--- src/rtl/load_store_unit_pkg.sv ---
// Shared load/store encodings and request classification for the memory-access stage.
// Funct3 values mirror the LOAD/STORE encodings of the core's instruction set.
package load_store_unit_pkg;

   localparam logic [2:0] F3_LB  = 3'd0;
   localparam logic [2:0] F3_LH  = 3'd1;
   localparam logic [2:0] F3_LW  = 3'd2;
   localparam logic [2:0] F3_LBU = 3'd4;
   localparam logic [2:0] F3_LHU = 3'd5;
   localparam logic [2:0] F3_SB  = 3'd0;
   localparam logic [2:0] F3_SH  = 3'd1;
   localparam logic [2:0] F3_SW  = 3'd2;

   // Illegal funct3 or misaligned offset; the address range is checked by the caller.
   function automatic logic lsu_bad_access(input logic       write,
                                           input logic [2:0] funct3,
                                           input logic [1:0] addr_lo);
      logic illegal;
      logic misaligned;
      if (write) illegal = (funct3 > F3_SW);
      else       illegal = (funct3 == 3'd3) || (funct3 == 3'd6) || (funct3 == 3'd7);
      // funct3[1:0] encodes the access size for every legal load and store
      case (funct3[1:0])
         2'd1:    misaligned = addr_lo[0];
         2'd2:    misaligned = |addr_lo;
         default: misaligned = 1'b0;
      endcase
      return illegal || misaligned;
   endfunction

endpackage

--- src/rtl/load_store_unit_byte_lane.sv ---
// Little-endian lane logic: extracts and extends a load value and merges a
// sub-word store into the word read back from RAM.
module lsu_byte_lane
   import load_store_unit_pkg::*;
(
   input  logic [2:0]  i_funct3,
   input  logic [1:0]  i_addr_lo,
   input  logic [31:0] i_word,
   input  logic [31:0] i_wdata,
   output logic [31:0] o_load_val,
   output logic [31:0] o_store_word
);

   logic [7:0]  w_byte;
   logic [15:0] w_half;

   assign w_byte = i_word[{i_addr_lo, 3'b000} +: 8];
   assign w_half = i_addr_lo[1] ? i_word[31:16] : i_word[15:0];

   // NOTE: every output of a combinational block gets a default first so no latch is inferred.
   always_comb begin
      o_load_val = '0;
      case (i_funct3)
         F3_LB:   o_load_val = {{24{w_byte[7]}}, w_byte};
         F3_LH:   o_load_val = {{16{w_half[15]}}, w_half};
         F3_LW:   o_load_val = i_word;
         F3_LBU:  o_load_val = {24'd0, w_byte};
         F3_LHU:  o_load_val = {16'd0, w_half};
         default: o_load_val = '0;
      endcase
   end

   always_comb begin
      o_store_word = i_word;
      case (i_funct3[1:0])
         2'd0: o_store_word[{i_addr_lo, 3'b000} +: 8] = i_wdata[7:0];
         2'd1: begin
            if (i_addr_lo[1]) o_store_word[31:16] = i_wdata[15:0];
            else              o_store_word[15:0]  = i_wdata[15:0];
         end
         default: o_store_word = i_wdata;
      endcase
   end

endmodule

--- src/rtl/load_store_unit.sv ---
// Memory-access stage: one byte-addressed load/store per transaction against a
// word-addressed synchronous RAM, with read-modify-write for SB/SH.
module load_store_unit
   import load_store_unit_pkg::*;
#(
   parameter int RAM_AW = 8
) (
   input  logic              clk,
   input  logic              rst,
   input  logic              req_valid,
   output logic              req_ready,
   input  logic              req_write,
   input  logic [2:0]        req_funct3,
   input  logic [31:0]       req_addr,
   input  logic [31:0]       req_wdata,
   output logic              resp_valid,
   output logic [31:0]       resp_rdata,
   output logic              resp_error,
   output logic [RAM_AW-1:0] ram_addr,
   output logic              ram_we,
   output logic [31:0]       ram_wdata,
   input  logic [31:0]       ram_rdata
);

   typedef enum logic [2:0] {
      IDLE = 3'd0,
      RD   = 3'd1,
      DATA = 3'd2,
      WR   = 3'd3,
      RESP = 3'd4
   } state_t;

   state_t            r_state;
   logic              r_req_ready;
   logic              r_write;
   logic [2:0]        r_funct3;
   logic [1:0]        r_addr_lo;
   logic [31:0]       r_wdata;
   logic              r_resp_valid;
   logic [31:0]       r_resp_rdata;
   logic              r_resp_error;
   logic [RAM_AW-1:0] r_ram_addr;
   logic              r_ram_we;
   logic [31:0]       r_ram_wdata;

   logic        w_range_err;
   logic        w_req_err;
   logic [31:0] w_load_val;
   logic [31:0] w_store_word;

   assign w_range_err = |(req_addr >> (RAM_AW + 2));
   assign w_req_err   = w_range_err || lsu_bad_access(req_write, req_funct3, req_addr[1:0]);

   lsu_byte_lane u_lane (
      .i_funct3     (r_funct3),
      .i_addr_lo    (r_addr_lo),
      .i_word       (ram_rdata),
      .i_wdata      (r_wdata),
      .o_load_val   (w_load_val),
      .o_store_word (w_store_word)
   );

   // NOTE: sequential state uses non-blocking assignments so every register samples pre-edge values.
   always_ff @(posedge clk) begin
      if (rst) begin
         r_state      <= IDLE;
         r_req_ready  <= 1'b1;
         r_write      <= 1'b0;
         r_funct3     <= '0;
         r_addr_lo    <= '0;
         r_wdata      <= '0;
         r_resp_valid <= 1'b0;
         r_resp_rdata <= '0;
         r_resp_error <= 1'b0;
         r_ram_addr   <= '0;
         r_ram_we     <= 1'b0;
         r_ram_wdata  <= '0;
      end else begin
         case (r_state)
            IDLE: begin
               if (req_valid && r_req_ready) begin
                  r_write     <= req_write;
                  r_funct3    <= req_funct3;
                  r_addr_lo   <= req_addr[1:0];
                  r_wdata     <= req_wdata;
                  r_req_ready <= 1'b0;
                  if (w_req_err) begin
                     // Rejected accesses never reach the RAM
                     r_resp_valid <= 1'b1;
                     r_resp_error <= 1'b1;
                     r_resp_rdata <= '0;
                     r_state      <= RESP;
                  end else begin
                     r_ram_addr <= req_addr[RAM_AW+1:2];
                     if (req_write && (req_funct3 == F3_SW)) begin
                        r_ram_we    <= 1'b1;
                        r_ram_wdata <= req_wdata;
                        r_state     <= WR;
                     end else begin
                        r_state <= RD;
                     end
                  end
               end
            end
            RD: r_state <= DATA;
            DATA: begin
               if (r_write) begin
                  r_ram_wdata <= w_store_word;
                  r_ram_we    <= 1'b1;
                  r_state     <= WR;
               end else begin
                  r_resp_rdata <= w_load_val;
                  r_resp_error <= 1'b0;
                  r_resp_valid <= 1'b1;
                  r_state      <= RESP;
               end
            end
            WR: begin
               r_ram_we     <= 1'b0;
               r_resp_valid <= 1'b1;
               r_resp_error <= 1'b0;
               r_resp_rdata <= '0;
               r_state      <= RESP;
            end
            RESP: begin
               r_resp_valid <= 1'b0;
               r_req_ready  <= 1'b1;
               r_state      <= IDLE;
            end
            default: begin
               r_ram_we     <= 1'b0;
               r_resp_valid <= 1'b0;
               r_req_ready  <= 1'b1;
               r_state      <= IDLE;
            end
         endcase
      end
   end

   assign req_ready  = r_req_ready;
   assign resp_valid = r_resp_valid;
   assign resp_rdata = r_resp_rdata;
   assign resp_error = r_resp_error;
   assign ram_addr   = r_ram_addr;
   assign ram_we     = r_ram_we;
   assign ram_wdata  = r_ram_wdata;

endmodule

--- config.mk ---
export PLATFORM = sky130hd
export DESIGN_NAME = load_store_unit
export DESIGN_NICKNAME = d
export VERILOG_FILES = /design/src/rtl/load_store_unit_pkg.sv /design/src/rtl/load_store_unit_byte_lane.sv /design/src/rtl/load_store_unit.sv
export SDC_FILE = /design/constraint.sdc
export NUM_CORES = 1
export LEC_CHECK = 0
export CORE_MARGIN = 1
export CORE_UTILIZATION = 50
export CTS_BUF_LIST = sky130_fd_sc_hd__clkbuf_4 sky130_fd_sc_hd__clkbuf_8
export CTS_CLUSTER_SIZE = 20
export DETAILED_ROUTE_END_ITERATION = 10
export GPL_TIMING_DRIVEN = 0
export PLACE_DENSITY_LB_ADDON = 0.2
export SETUP_SLACK_MARGIN = 0.3
export SLEW_MARGIN = 15
export SYNTH_ARGS = -nofsm -noshare
export SYNTH_HDL_FRONTEND = slang
export SYNTH_SLANG_ARGS = --single-unit
--- constraint.sdc ---
create_clock -name clk -period 2.65 [get_ports clk]
set_input_delay 0.265 -clock clk [delete_from_list [all_inputs] [get_ports clk]]
set_output_delay 0.265 -clock clk [all_outputs]
set_load 0.01 [all_outputs]
**Word level (Yosys, flattened, before mapping)**

Cells that the tools add are included.

- Register bits: 117
- Input bits: 103
- Output and inout bits: 76

- Add/subtract/negate cells: 1
- Order comparisons: 1
- Eq/ne operators: 21
- Shifts and indexed selects: 3
- Mux-type cells: 35
- Bitwise gates (word level): 4
- Reductions and logical operators: 22

Operator list:

| operator | number |
|---|---|
| 32-bit 2-to-1 mux | 7 |
| 32-bit one-hot mux with 5 select lines | 1 |
| 32-bit one-hot mux with 2 select lines | 2 |
| 32-bit one-hot mux with 3 select lines | 1 |
| 16-bit 2-to-1 mux | 3 |
| 32-bit bitwise mux | 1 |
| 8-bit by 7-bit variable shift with 32-bit output, first input constant | 1 |
| 32-bit by 6-bit variable part select with 8-bit output | 1 |
| 8-bit by 7-bit variable part select with 32-bit output | 1 |
| 22-bit OR reduction | 1 |
| 3-bit by 2-bit equality test with 1-bit output, second input constant | 5 |
| 3-bit equality test, second input constant | 5 |
| 2-bit inequality test, second input constant | 6 |
| 3-bit one-hot mux with 4 select lines | 1 |
| 1-bit 2-to-1 mux | 10 |
| 5-bit AND reduction | 2 |
| 3-bit 2-to-1 mux | 3 |
| 4-bit AND reduction | 2 |
| 5-bit negator with 7-bit output | 1 |
| 3-bit by 1-bit equality test with 1-bit output, second input constant | 2 |
| 3-bit logical NOT | 2 |
| 1-bit one-hot mux with 3 select lines | 2 |
| 2-bit by 1-bit equality test with 1-bit output, second input constant | 2 |
| 1-bit logical OR | 4 |
| other kinds (14) | 21 |

**Longest topological paths before layout**

- Depth in word-level cells: 9
- Mapped depth: 10
- Gate-level depth less buffers: 8

**Modules after synthesis**

A second synthesis with hierarchy kept.

- Cell total of the unflattened synthesis: 811
- Area total of the unflattened synthesis: 6,865.3 um2

Modules (own cells, without submodules):

| module | times used | cells each | area each (um2) |
|---|---|---|---|
| load_store_unit | 1 | 590 | 5,233.8 |
| lsu_byte_lane | 1 | 221 | 1,631.6 |

**Worst setup path before layout**

OpenSTA, ideal clock, no wires.

- Kind: flip-flop to flip-flop
- From: register r_addr_lo[1]
- To: register r_ram_wdata[24] (netlist: ram_wdata[24])
- Library setup time: 74 ps
- Arrival time: 2,177 ps
- Required time: 2,576 ps
- Slack: 399 ps
- Cell stages (with the launch flop): 9
- Path buffers: 2
- Cell sequence: dfxtp_1 > buf_6 > inv_1 > clkbuf_1 > ha_1 > nor3b_1 > nand3_1 > a311o_1 > o21ai_0

- Longest elaborated chain between the ends: 6
- Elaborated cells between the ends (all ways): 8
- Those cells by class: 1 x add/sub; 2 x shift; 5 x mux

RTL lines:

| element | line | RTL |
|---|---|---|
| from (decl) | load_store_unit.sv:37 | `logic [1:0] r_addr_lo;` |
| from (signal assigned) | load_store_unit.sv:84 | `r_addr_lo <= req_addr[1:0];` |
| 5-bit negator with 7-bit output | load_store_unit_byte_lane.sv:36 | `2'd0: o_store_word[{i_addr_lo, 3'b000} +: 8] = i_wdata[7:0];` |
| 8-bit by 7-bit variable part select with 32-bit output / 8-bit by 7-bit variable shift with 32-bit output (equally long branches) | load_store_unit_byte_lane.sv:36 |  |
| 32-bit bitwise mux | load_store_unit_byte_lane.sv:36 |  |
| 32-bit one-hot mux with 2 select lines * | load_store_unit_byte_lane.sv:35 | `case (i_funct3[1:0])` |
| 32-bit 2-to-1 mux * | load_store_unit.sv:107 | `if (r_write) begin` |
| 32-bit one-hot mux with 2 select lines * | load_store_unit.sv:79 | `case (r_state)` |
| to (signal assigned) | load_store_unit.sv:97 | `r_ram_wdata <= req_wdata;` |
| to (signal assigned) | load_store_unit.sv:108 | `r_ram_wdata <= w_store_word;` |
| to (decl) | load_store_unit.sv:44 | `logic [31:0] r_ram_wdata;` |

Every way passes the cells marked *; elsewhere a longest branch is shown, timed or not. The select of a mux whose other input is x is not followed.
A chain may end at the register's enable or synchronous reset.

**Worst setup path in the final report**

- From: register r_addr_lo[1]
- To: register r_resp_rdata[24] (netlist: resp_rdata[24])

- Longest elaborated chain between the ends: 4
- Elaborated cells between the ends (all ways): 5
- Those cells by class: 1 x shift; 4 x mux

RTL lines:

| element | line | RTL |
|---|---|---|
| 32-bit by 6-bit variable part select with 8-bit output / 16-bit 2-to-1 mux (equally long branches) | load_store_unit_byte_lane.sv:17, load_store_unit_byte_lane.sv:18 |  |
| 32-bit one-hot mux with 5 select lines * | load_store_unit_byte_lane.sv:23 | `case (i_funct3)` |
| 32-bit 2-to-1 mux * | load_store_unit.sv:107 |  |
| 32-bit one-hot mux with 3 select lines * | load_store_unit.sv:79 |  |
| to (signal assigned) | load_store_unit.sv:112 | `r_resp_rdata <= w_load_val;` |
| to (decl) | load_store_unit.sv:40 | `logic [31:0] r_resp_rdata;` |

Marks and branches as above.

==> impl_metrics.tcl <==
set metrics [dict create \
    start_util_pct 52.07 \
    grt_max_degree 17 \
    r2r_end "resp_rdata[24]" \
    maxSlewHeadroom_pct 50.70 \
    fin_crit_ps 2275 \
    ys_seq_area_share_pct 36.84 \
    skew_ps 10.94 \
    ctsHoldBuffers 0 \
    gp_congestion 0.9344 \
    fin_total_pwr_mw 4.325 \
    syn2layout_area_growth_pct 38.69 \
    startpoint "r_addr_lo[1]" \
    crit_path_start_kind "flip-flop" \
    ir_drop_v 0.0003075 \
    status "finished, final reports clean" \
    grt_usage_pct 34.34 \
    worstPathMaxFanout 10 \
    grt_setup_unrepaired "false" \
    avgViaCountPerCell 6.149 \
    worstPathRequired_ps 3010 \
    cts_buffer_depth 2 \
    die_x_um 114.8 \
    whs_endpoint "r_funct3[0]" \
    cts_made_buffers 17 \
    placed_area_um2 8341 \
    p_per_area_nw_per_um2 490.5 \
    drtIter0Drc 821 \
    maxCapViolCount 0 \
    htree_levels 4 \
    antenna_found_initial 0 \
    synth_area_um2 6359 \
    dr.pass1.iters 5 \
    finalSetupViolations 0 \
    final_cell_mix "clkdlybuf4s50_1, nand2_1, dfxtp_1" \
    worstReg2RegStart "r_addr_lo[1]" \
    synth_ff_type "dfxtp_1" \
    p_leak_nw 3.246 \
    worstSetupPathType "flip-flop to flip-flop" \
    cts_tree "done" \
    design_area_um2 8818 \
    core_area_um2 12210 \
    finalNonFillerCells 1159 \
    mostFrequentLayoutCell "clkdlybuf4s50_1" \
    fp.dieH_um 114.8 \
    crit_arrival_ps 2640 \
    via_count 7127 \
    worst_pin_slew_ps 739.5 \
    synthCells 782 \
    synthArstFlopShare_pct 0 \
    die_area_um2 13170 \
    min_delay_path_depth 3 \
    min_path_type "primary input to flip-flop" \
    avgSynthCellArea_um2 8.131 \
    drv_slew 0 \
    hp-start "req_funct3[0]" \
    synth_edf_count 0 \
    fin_nets 1090 \
    drc 0 \
    routedWlPerCell_um 19.47 \
    fmax_ghz 0.4396 \
    reg2reg_slack_ps 370 \
    synth_seq_cells 117 \
    syn_nets 893 \
    grt_pass1_wl_mm 34.13 \
    num_antenna_cells 0 \
    synth_cell_types 57 \
    ant_nets 0 \
    cts-root-buf "clkbuf_8" \
    grt_pass1_vias 6390 \
    clock-sinks 117 \
    rr_worst_depth 10 \
    routed_wirelength_mm 22.57 \
    insertion_delay_ps 470 \
    overflow 0 \
    dp_cells 1127 \
    synth-warning-count 0 \
    row_count 40 \
    drive_above_1_share_pct 10.70 \
    path_clk_slew_ps 70 \
    end_kind "flip-flop" \
    hold_viol 0 \
    place.port_buffers 177 \
    ios 179 \
    period_share_pct 85.85 \
    hpwl_mm 16.87 \
]
[sequential cells by signal, indices dropped and copies added (netlist names)]
name        cells
r_write         1
resp_error      1
r_wdata        32
r_funct3        3
r_addr_lo       2
ram_we          1
ram_addr        8
ram_wdata      32
req_ready       1
r_state         3
resp_rdata     32
resp_valid      1
[worst max-delay path, stage by stage (launching register included)]
cell      delay, ps
dfxtp_2         360
buf_8           140
mux2_1          370
nor2_2          100
nor4bb_1         50
buf_4           170
or2_1           260
buf_2           170
buf_6           150
a21o_1          160
a31o_2          240
[layout make-up]
class | count | area, µm²
Buffer | 75 | 370.4
Sequential cell | 117 | 2345
Inverter | 11 | 41.29
Clock buffer | 20 | 262.8
Fill cell | 1001 | 3393
Clock inverter | 11 | 110.1
Multi-Input combinational cell | 579 | 3695
Timing Repair Buffer | 178 | 1784
Tap cell | 168 | 210.2
[power by group]
group / internal (mW) / leakage [nW] / switching, mW / total (mW)
logic: 0.377 / 2.10 / 0.496 / 0.873
clock network: 0.860 / 0.195 / 0.723 / 1.58
registers: 1.81 / 0.949 / 0.0578 / 1.87
total: 3.05 / 3.25 / 1.28 / 4.33
[through the flow]
stage	util [%]	hold WS, ps	setup slack (ps)	setup TNS (ps)
after CTS	71.52	351.6	309.5	0
after global routing	72.21	175.5	305.6	0
after detailed placement	68.30	442.7	-204.8	-6141
after global placement	68.30	437.1	-189.7	-6121
final	72.21	162.3	375.0	0
after floorplan	-	401.0	398.9	0
[worst max-delay path by stage]
stage / end / slack [ps]
global placement: resp_rdata[21] / -190
global route: resp_rdata[29] / 310
detailed placement: resp_rdata[21] / -200
finish: resp_rdata[24] / 370
floorplan: ram_wdata[24] / 400
CTS: ram_wdata[12] / 310
[metal layers]
metal	GRT usage, %	routed length, µm
met1	44.88	9270
met3	8.013	2313
met2	53.17	10160
met4	17.58	827
met5	0	0
[synthesized netlist by cell type (11+ instances only)]
cell type	n	area share (%)
nand2_1	118	7.0
dfxtp_1	117	37
a21oi_1	81	6.4
clkbuf_1	56	3.3
nor2_1	39	2.3
o21ai_0	38	3.0
nand3_1	35	2.8
nand4b_1	27	3.7
nand2b_1	22	2.2
nor3b_1	20	2.4
a221o_1	15	2.4
a21o_1	14	1.7
and3_1	12	1.2
o41ai_2	12	3.1
a31o_2	11	1.5
inv_1	11	0.65
[cell families (layout without fill, tap and decap cells)]
family	Yosys count	after routing	share of synthesized area [%]
adders and majority gates	8	8	1.574
buffers and inverters	86	295	6.080
muxes	14	14	2.381
AOI/OAI and AO/OA	246	246	27.41
DFF	117	117	36.84
and+or+nand+nor	311	311	25.72
[timing repair]
action,4_1_cts,5_1_grt
setup buffers,1,0
gates resized for setup,4,39
setup endpoints to repair,28,64
pin swaps,0,3
Power figures use the tool's default switching activity.
